--- config.mk ---
export PLATFORM = sky130hd
export DESIGN_NAME = fifo_state_ctrl
export DESIGN_NICKNAME = d
export VERILOG_FILES = /design/src/rtl/fifo_state_ctrl_pkg.sv /design/src/rtl/fifo_state_ctrl_ptr_counter.sv /design/src/rtl/fifo_state_ctrl.sv
export SDC_FILE = /design/constraint.sdc
export NUM_CORES = 1
export LEC_CHECK = 0
export ABC_AREA = 1
export BUFFER_PORTS_ARGS = -buffer_cell sky130_fd_sc_hd__clkbuf_2
export CORE_MARGIN = 1.5
export CORE_UTILIZATION = 40
export DETAILED_ROUTE_END_ITERATION = 10
export PLACE_DENSITY_LB_ADDON = 0.15
export SYNTH_ARGS = -nofsm -noshare
export SYNTH_HDL_FRONTEND = slang
export SYNTH_SLANG_ARGS = --single-unit
--- constraint.sdc ---
create_clock -name clk -period 3.7 [get_ports clk]
set_input_delay 0.555 -clock clk [delete_from_list [all_inputs] [get_ports clk]]
set_output_delay 0.555 -clock clk [all_outputs]
set_load 0.01 [all_outputs]
--- src/rtl/fifo_state_ctrl_pkg.sv ---
// Shared definitions for the FIFO pointer/occupancy controller:
// default depth and the 2-bit controller state encoding.
package fifo_state_ctrl_pkg;

  localparam int FIFO_DEPTH = 4;

  typedef enum logic [1:0] {
    ST_EMPTY   = 2'b00,
    ST_PARTIAL = 2'b01,
    ST_FULL    = 2'b10,
    ST_ERR     = 2'b11
  } fifo_state_e;

endpackage

--- src/rtl/fifo_state_ctrl_ptr_counter.sv ---
// Wrap-around pointer counter. Advances by one on each enabled edge and
// wraps naturally at 2**W, which matches a power-of-two FIFO depth.
module ptr_counter
  import fifo_state_ctrl_pkg::*;
#(
  parameter int W = 2
) (
  input  logic         clk,
  input  logic         rst,
  input  logic         en,
  output logic [W-1:0] value
);

  // Pointer register; cleared asynchronously, steps on enable.
  always_ff @(posedge clk or negedge rst) begin
    if (!rst) begin
      value <= '0;
    end else if (en) begin
      value <= value + 1'b1;
    end
  end

endmodule

--- src/rtl/fifo_state_ctrl.sv ---
// Pointer/occupancy controller for the FIFO register file. Generates the
// write/read pointers and write enable, tracks occupancy, and decodes the
// full/empty/valid flags plus a sticky error on overflow or underflow.
//
//   state      | meaning
//   -----------+------------------------------------------------------
//   ST_EMPTY   | count == 0, nothing to read
//   ST_PARTIAL | 0 < count < DEPTH
//   ST_FULL    | count == DEPTH, push only allowed together with a pop
//   ST_ERR     | overflow/underflow seen; frozen until reset
module fifo_state_ctrl
  import fifo_state_ctrl_pkg::*;
#(
  parameter int DEPTH = FIFO_DEPTH,
  parameter int PTR_W = $clog2(DEPTH)
) (
  input  logic             clk,
  input  logic             rst,
  input  logic             data_in_valid,
  input  logic             pop_fifo,
  output logic [PTR_W-1:0] write_ptr,
  output logic [PTR_W-1:0] read_ptr,
  output logic             wr_en,
  output logic             fifo_full,
  output logic             fifo_empty,
  output logic             data_out_valid,
  output logic [PTR_W:0]   count,
  output logic             err
);

  localparam logic [PTR_W:0] DEPTH_CNT = DEPTH[PTR_W:0];

  fifo_state_e    state;
  logic [PTR_W:0] count_nxt;
  logic           st_err;
  logic           underflow;
  logic           overflow;
  logic           push_ok;
  logic           pop_ok;

  assign st_err         = (state == ST_ERR);
  assign fifo_empty     = (count == '0);
  assign fifo_full      = (count == DEPTH_CNT);
  assign data_out_valid = !fifo_empty && !st_err;
  assign err            = st_err;

  // A pop on an empty FIFO is an underflow even if a push arrives in the
  // same cycle: the pushed word is dropped rather than bypassed.
  assign underflow = pop_fifo && fifo_empty && !st_err;
  assign overflow  = data_in_valid && fifo_full && !pop_fifo && !st_err;

  assign push_ok = data_in_valid && !st_err && (!fifo_full || pop_fifo) && !underflow;
  assign pop_ok  = pop_fifo && !st_err && !fifo_empty;

  // The register file writes on wr_en, so keep it quiet while in reset.
  assign wr_en = push_ok && rst;

  assign count_nxt = count + {{PTR_W{1'b0}}, push_ok} - {{PTR_W{1'b0}}, pop_ok};

  ptr_counter #(.W(PTR_W)) u_write_ptr (
    .clk   (clk),
    .rst   (rst),
    .en    (push_ok),
    .value (write_ptr)
  );

  ptr_counter #(.W(PTR_W)) u_read_ptr (
    .clk   (clk),
    .rst   (rst),
    .en    (pop_ok),
    .value (read_ptr)
  );

  // Occupancy register and controller state; ERR holds everything frozen.
  always_ff @(posedge clk or negedge rst) begin
    if (!rst) begin
      state <= ST_EMPTY;
      count <= '0;
    end else begin
      count <= count_nxt;
      case (state)
        ST_EMPTY: begin
          if (underflow) begin
            state <= ST_ERR;
          end else if (push_ok) begin
            state <= ST_PARTIAL;
          end
        end
        ST_PARTIAL: begin
          if (count_nxt == '0) begin
            state <= ST_EMPTY;
          end else if (count_nxt == DEPTH_CNT) begin
            state <= ST_FULL;
          end
        end
        ST_FULL: begin
          if (overflow) begin
            state <= ST_ERR;
          end else if (pop_ok && !push_ok) begin
            state <= ST_PARTIAL;
          end
        end
        ST_ERR: begin
          state <= ST_ERR;
        end
        default: begin
          state <= ST_ERR;
        end
      endcase
    end
  end

endmodule

### After elaboration in Yosys (flattened, before gate mapping)

Index checks and enable logic that the tools add are counted.

| word-level totals | value |
|---|---|
| logic and storage cells | 47 |
| bits of input ports | 4 |
| flip-flop bits (word level) | 9 |
| output and inout bits | 12 |

| operators by class | value |
|---|---|
| mux-type cells | 7 |
| eq/ne operators | 8 |
| reductions and logical operators | 24 |
| add/subtract/negate cells | 4 |

Operators with widths:

| operator | number |
|---|---|
| logical AND 1 bit | 13 |
| two-way mux 2 bit | 6 |
| != test 3 bit (second input constant) | 3 |
| case mux 2 bit (4 select lines) | 1 |
| == test 3 bit (second input constant) | 2 |
| zero test 1 bit | 6 |
| zero test 3 bit | 2 |
| adder 2 x 1 -> 2 bit (second input constant) | 2 |
| == test 2 bit (second input constant) | 2 |
| adder 3 x 1 -> 3 bit | 1 |
| AND reduction 3 bit | 1 |
| subtractor 3 x 1 -> 3 bit | 1 |
| == test 2 x 1 -> 1 bit (second input constant) | 1 |
| zero test 2 bit | 1 |
| logical OR 1 bit | 1 |

### Logic depth before layout (Yosys ltp)

| depth | value |
|---|---|
| word-level depth | 11 |
| gate-level depth with buffers | 18 |
| gate-level depth less buffers | 18 |

### Cells and area by module

Synthesis repeated with hierarchy kept, for this count alone.

| second synthesis, totals | value |
|---|---|
| cell total of the unflattened synthesis | 83 |
| area, all modules | 614.3 µm² |

By module, submodules not included:

| module | cells an instance | area an instance (µm²) | sequential area each (µm²) | instances |
|---|---|---|---|---|
| fifo_state_ctrl | 63 | 446.7 | 125.1 | 1 |
| ptr_counter | 10 | 83.8 | 50.0 | 2 |

### Worst setup path after synthesis

Ideal clock, no wire load.

| timing | value |
|---|---|
| path kind | input-to-reg |
| start | input data_in_valid |
| end | register state[1] |
| path buffers | 0 |
| arrival time | 2.391 ns |
| path slack | 1.243 ns |
| required time | 3.634 ns |
| library setup time | 0.066 ns |
| stages on the path | 16 |
| cells stage by stage | inv_1 > nor2_4 > nand2_4 > nor2_4 > inv_2 > ha_1 > inv_1 > ha_1 > inv_1 > fa_1 > inv_1 > o21ai_0 > nand2_1 > nor2_2 > nand2_1 > nand2_1 |

| between the ends | value |
|---|---|
| longest elaborated chain between the ends | 8 |
| elaborated cells on any way between the ends | 19 |
| classes of those cells | 2 x add/sub; 4 x eq/ne; 3 x mux; 10 x reduce/logical |

RTL lines:

| element | line | RTL |
|---|---|---|
| start: declaration | fifo_state_ctrl.sv:19 | `input logic data_in_valid,` |
| logical AND 1 bit (*) (3 in a row) | fifo_state_ctrl.sv:52 | `assign push_ok = data_in_valid && !st_err && (!fifo_full \|\| pop_fifo) && !underflow;` |
| adder 3 x 1 -> 3 bit (*) | fifo_state_ctrl.sv:58 | `assign count_nxt = count + {{PTR_W{1'b0}}, push_ok} - {{PTR_W{1'b0}}, pop_ok};` |
| subtractor 3 x 1 -> 3 bit (*) | fifo_state_ctrl.sv:58 |  |
| named net count_nxt[1] | fifo_state_ctrl.sv:34 | `logic [PTR_W:0] count_nxt;` |
| == test 3 bit / zero test 3 bit (equally long branches) | fifo_state_ctrl.sv:92, fifo_state_ctrl.sv:90 |  |
| != test 3 bit (no line) / two-way mux 2 bit (equally long branches) | - |  |
| AND reduction 3 bit (no line) / case mux 2 bit (4 select lines) (equally long branches) | - |  |
| end signal: assignment | fifo_state_ctrl.sv:91 | `state <= ST_EMPTY;` |
| end signal: assignment | fifo_state_ctrl.sv:93 | `state <= ST_FULL;` |
| end signal: assignment | fifo_state_ctrl.sv:98 | `state <= ST_ERR;` |
| end: declaration | fifo_state_ctrl.sv:33 | `fifo_state_e state;` |

Mark *: on every way through the listed nets, which the timed path passes. The rest lies on a longest branch.
A chain may end at the register's enable or synchronous reset.

### Worst setup path after layout

| timing | value |
|---|---|
| start | register count[1] |
| end | register state[0] |

| between the ends | value |
|---|---|
| longest elaborated chain between the ends | 10 |
| elaborated cells on any way between the ends | 28 |
| classes of those cells | 2 x add/sub; 5 x eq/ne; 4 x mux; 17 x reduce/logical |

RTL lines:

| element | line | RTL |
|---|---|---|
| start: declaration | fifo_state_ctrl.sv:27 | `output logic [PTR_W:0] count,` |
| start signal: assignment | fifo_state_ctrl.sv:80 | `count <= count_nxt;` |
| == test 3 bit / zero test 3 bit (equally long branches) | fifo_state_ctrl.sv:43, fifo_state_ctrl.sv:42 |  |
| zero test 1 bit / logical AND 1 bit (equally long branches) | fifo_state_ctrl.sv:52, fifo_state_ctrl.sv:49 |  |
| logical OR 1 bit / logical AND 1 bit (equally long branches) | fifo_state_ctrl.sv:52, fifo_state_ctrl.sv:49 |  |
| logical AND 1 bit / zero test 1 bit (equally long branches) | fifo_state_ctrl.sv:52 |  |
| logical AND 1 bit | fifo_state_ctrl.sv:52 |  |
| adder 3 x 1 -> 3 bit | fifo_state_ctrl.sv:58 |  |
| subtractor 3 x 1 -> 3 bit (*) | fifo_state_ctrl.sv:58 |  |
| named net count_nxt[1] | fifo_state_ctrl.sv:34 |  |
| == test 3 bit / zero test 3 bit (equally long branches) | fifo_state_ctrl.sv:92, fifo_state_ctrl.sv:90 |  |
| != test 3 bit (no line) / two-way mux 2 bit (equally long branches) | - |  |
| AND reduction 3 bit (no line) / case mux 2 bit (4 select lines) (equally long branches) | - |  |

Marked as above.

==> results.md <==
- Core area: 0.00147 sq mm
- # hold bufs at CTS: 0
- Post-synthesis cell count: 82
- Yosys cell types: 17
- Row Count: 14
- YS warnings: 0
- Synthesized area per cell: 7.58 sq um
- Hold WS: 150 ps
- Drc violations: 0
- Gr busiest metal: met2
- Period utilization: 69.4%
- Root buf cell: clkbuf_4
- Die Height: about 42 um
- Flop2flop setup slack: 1130 ps
- Met1 Track Usage GR: 19.6%
- Synth-to-Final Area Change: 19.5%
- Status: complete, no violations
- TritonCTS clock tree: done
- Final Hold Fails: 0
- H-tree depth: 1
- Fin Clk Skew: 4.32 ps
- #FFs+latches synth: 9
- Crit path time final: 2570 ps
- Vias/cell: 4.34
- Post-synth EDFFs: 0
- Worst hold path type: in -> async
- Sink Count: 9
- Kind of critical path: reg -> reg
- Die area: 0.00180 sq mm
- Drt pass-1 iters: 4
- DRT Wirelength: 1.08 mm
- Vias in the first global route: between 400 and 500
- Reg2reg path depth: 16
- Post-CTS sizing: 0
- Initial antenna violation count: 0
- Hpwl dp: 898 um
- RR Startpoint: count[1]
- Postcts setup bufs: 0
- RSZ-0062 raised after global routing: false
- Total GRT Usage: 14.2%
- Pleak: 0.440 nW
- Max Fclk: 0.390 GHz
- WL/cell: 9.19 um
- Syn Std Cell Area: 622 sq um
- Final Max Slew Viols: 0
- Clock Path Buffers: 2
- Req. time, crit path: 3890 ps
- Setup_tns: 0 ps
- R2R Path End: state[0]
- Syn nets: around 90
- Asr flop ratio synth: 100%
- VDD IR max: 0.564 mV
- Setup violators final: 0
- Crit path launch type: flip-flop
- Relative slew margins: 82.3%
- CTS Buf Count: 3
- Arrival @ worst endpoint: 2760 ps
- Clk_lat worst skew: 260 ps
- Primary FF master, synth: dfrtp_1
- Fillers: 150
- Max-cap check violation count: 0
- Post-synthesis sequential area ratio: between 30 and 40%
- Die Span X: 42.4 um
- GR Util met3: 1.29%
- Worst Path Max Fanout: 6
- Final Net Count: 109
- Count of input and output buffers: 15
- Met2 Use GR: roughly a fifth
- DR vias: 508
- Starting Density: a little over two fifths
- Slew @ Worst Pin: 265 ps
- I/O pin cnt: 16
- GR Overflow Total: 0
- Crit path capture type: flip-flop
- Share of cells above drive strength 1: about 36%
- Routed Antenna Nets: 0
- Most common cell after layout, fill and taps aside: inv_1
- Routability cong.: 0.739
- P per Cell Area: 1020 mW/mm^2
- Drt initial violations: 3
- Clock slew at reported path FFs: 60 ps
- Largest net degree at the start of global routing: 11
- Most frequent cells in the layout: inv_1, nand2_1, clkbuf_2, nor2_1, dfrtp_1
- Ant diodes: 0
- First-pass GRT wire length: 1.84 mm
-- metal layers --
metal  routed length, um  up-vias  share of wire [%]
met3                  35        2                3.3
met5                   0        -                  0
met1                 539      217                 50
met2                 483       12                 45
met4                  15        0                1.4
li1                    -      277                  -
-- cell families (layout without fill, tap and decap cells) --
| family | after synthesis | in the layout | share of synthesized area [%] |
|---|---|---|---|
| compound gates | 2 | 2 | 2.21 |
| xor+xnor | 2 | 2 | 4.03 |
| fa+ha+maj | 3 | 3 | 7.24 |
| buf+inv | 20 | 39 | 12.1 |
| flops | 9 | 9 | 36.2 |
| simple gates | 46 | 46 | 38.2 |
-- worst max path at each step --
stage | slack, ps | end | from
after global placement | 990 | state[0] | data_in_valid
final | 1130 | state[0] | count[1]
after floorplan | 1240 | state[1] | data_in_valid
after global routing | 910 | state[0] | count[1]
after detailed placement | 970 | state[0] | pop_fifo
after CTS | 1100 | state[0] | count[1]
-- synth_stat cells (2+ instances only) --
cell	number	area (sq um)
ha_1	2	25.0
nor2_4	4	45.0
inv_2	4	15.0
nand3_1	6	30.0
dfrtp_1	9	225
inv_1	16	60.1
nand2_2	4	25.0
nor2_1	12	45.0
nand2_1	15	56.3
nor2_2	3	18.8
-- flip-flops by register name (all words and copies together) (netlist names) --
signal and cells:
u_read_ptr.value 2, count 3, state 2, u_write_ptr.value 2
-- cell type report --
cell class | instances | area (sq um) | share of cell area, %
clock buffer | 4 | 26.3 | 3.54
inverter | 20 | 75.1 | 10.1
multi-input combinational | 53 | 322 | 43.3
sequential | 9 | 225 | 30.3
tap | 16 | 20.0 | 2.69
timing repair buffer | 15 | 75.1 | 10.1
-- metrics by stage --
stage | total power, W | instances | setup slack (ps) | utilization [%] | instance area, sq um
after floorplan | 0.000560 | 82 | 1240 | - | 622
after global placement | 0.000684 | 113 | 993 | 48.7 | 717
after detailed placement | 0.000685 | 113 | 975 | 48.7 | 717
after CTS | 0.000769 | 117 | 1100 | 50.5 | 743
after global routing | 0.000841 | 117 | 911 | 50.5 | 743
final | 0.000756 | 117 | 1130 | 50.5 | 743
-- critical path, stage by stage (launching register included) --
cell	delay (ps)
dfrtp_1	490
nor2_4	80
nand2_2	120
nor2_4	50
nor2_4	130
inv_2	60
ha_1	280
inv_1	70
ha_1	130
inv_1	50
fa_1	480
inv_1	60
o21ai_0	210
nand2_1	90
nor2_2	90
nand2_1	60
nand2_1	50
-- where the power goes --
group	switching [W]	leakage, nW	total [W]	internal [W]
clock	0.0000326	0.0150	0.0000741	0.0000415
combinational	0.000275	0.320	0.000461	0.000186
sequential	0.0000659	0.105	0.000221	0.000155
total	0.000374	0.440	0.000756	0.000383
(Power assumes the default switching activity.)
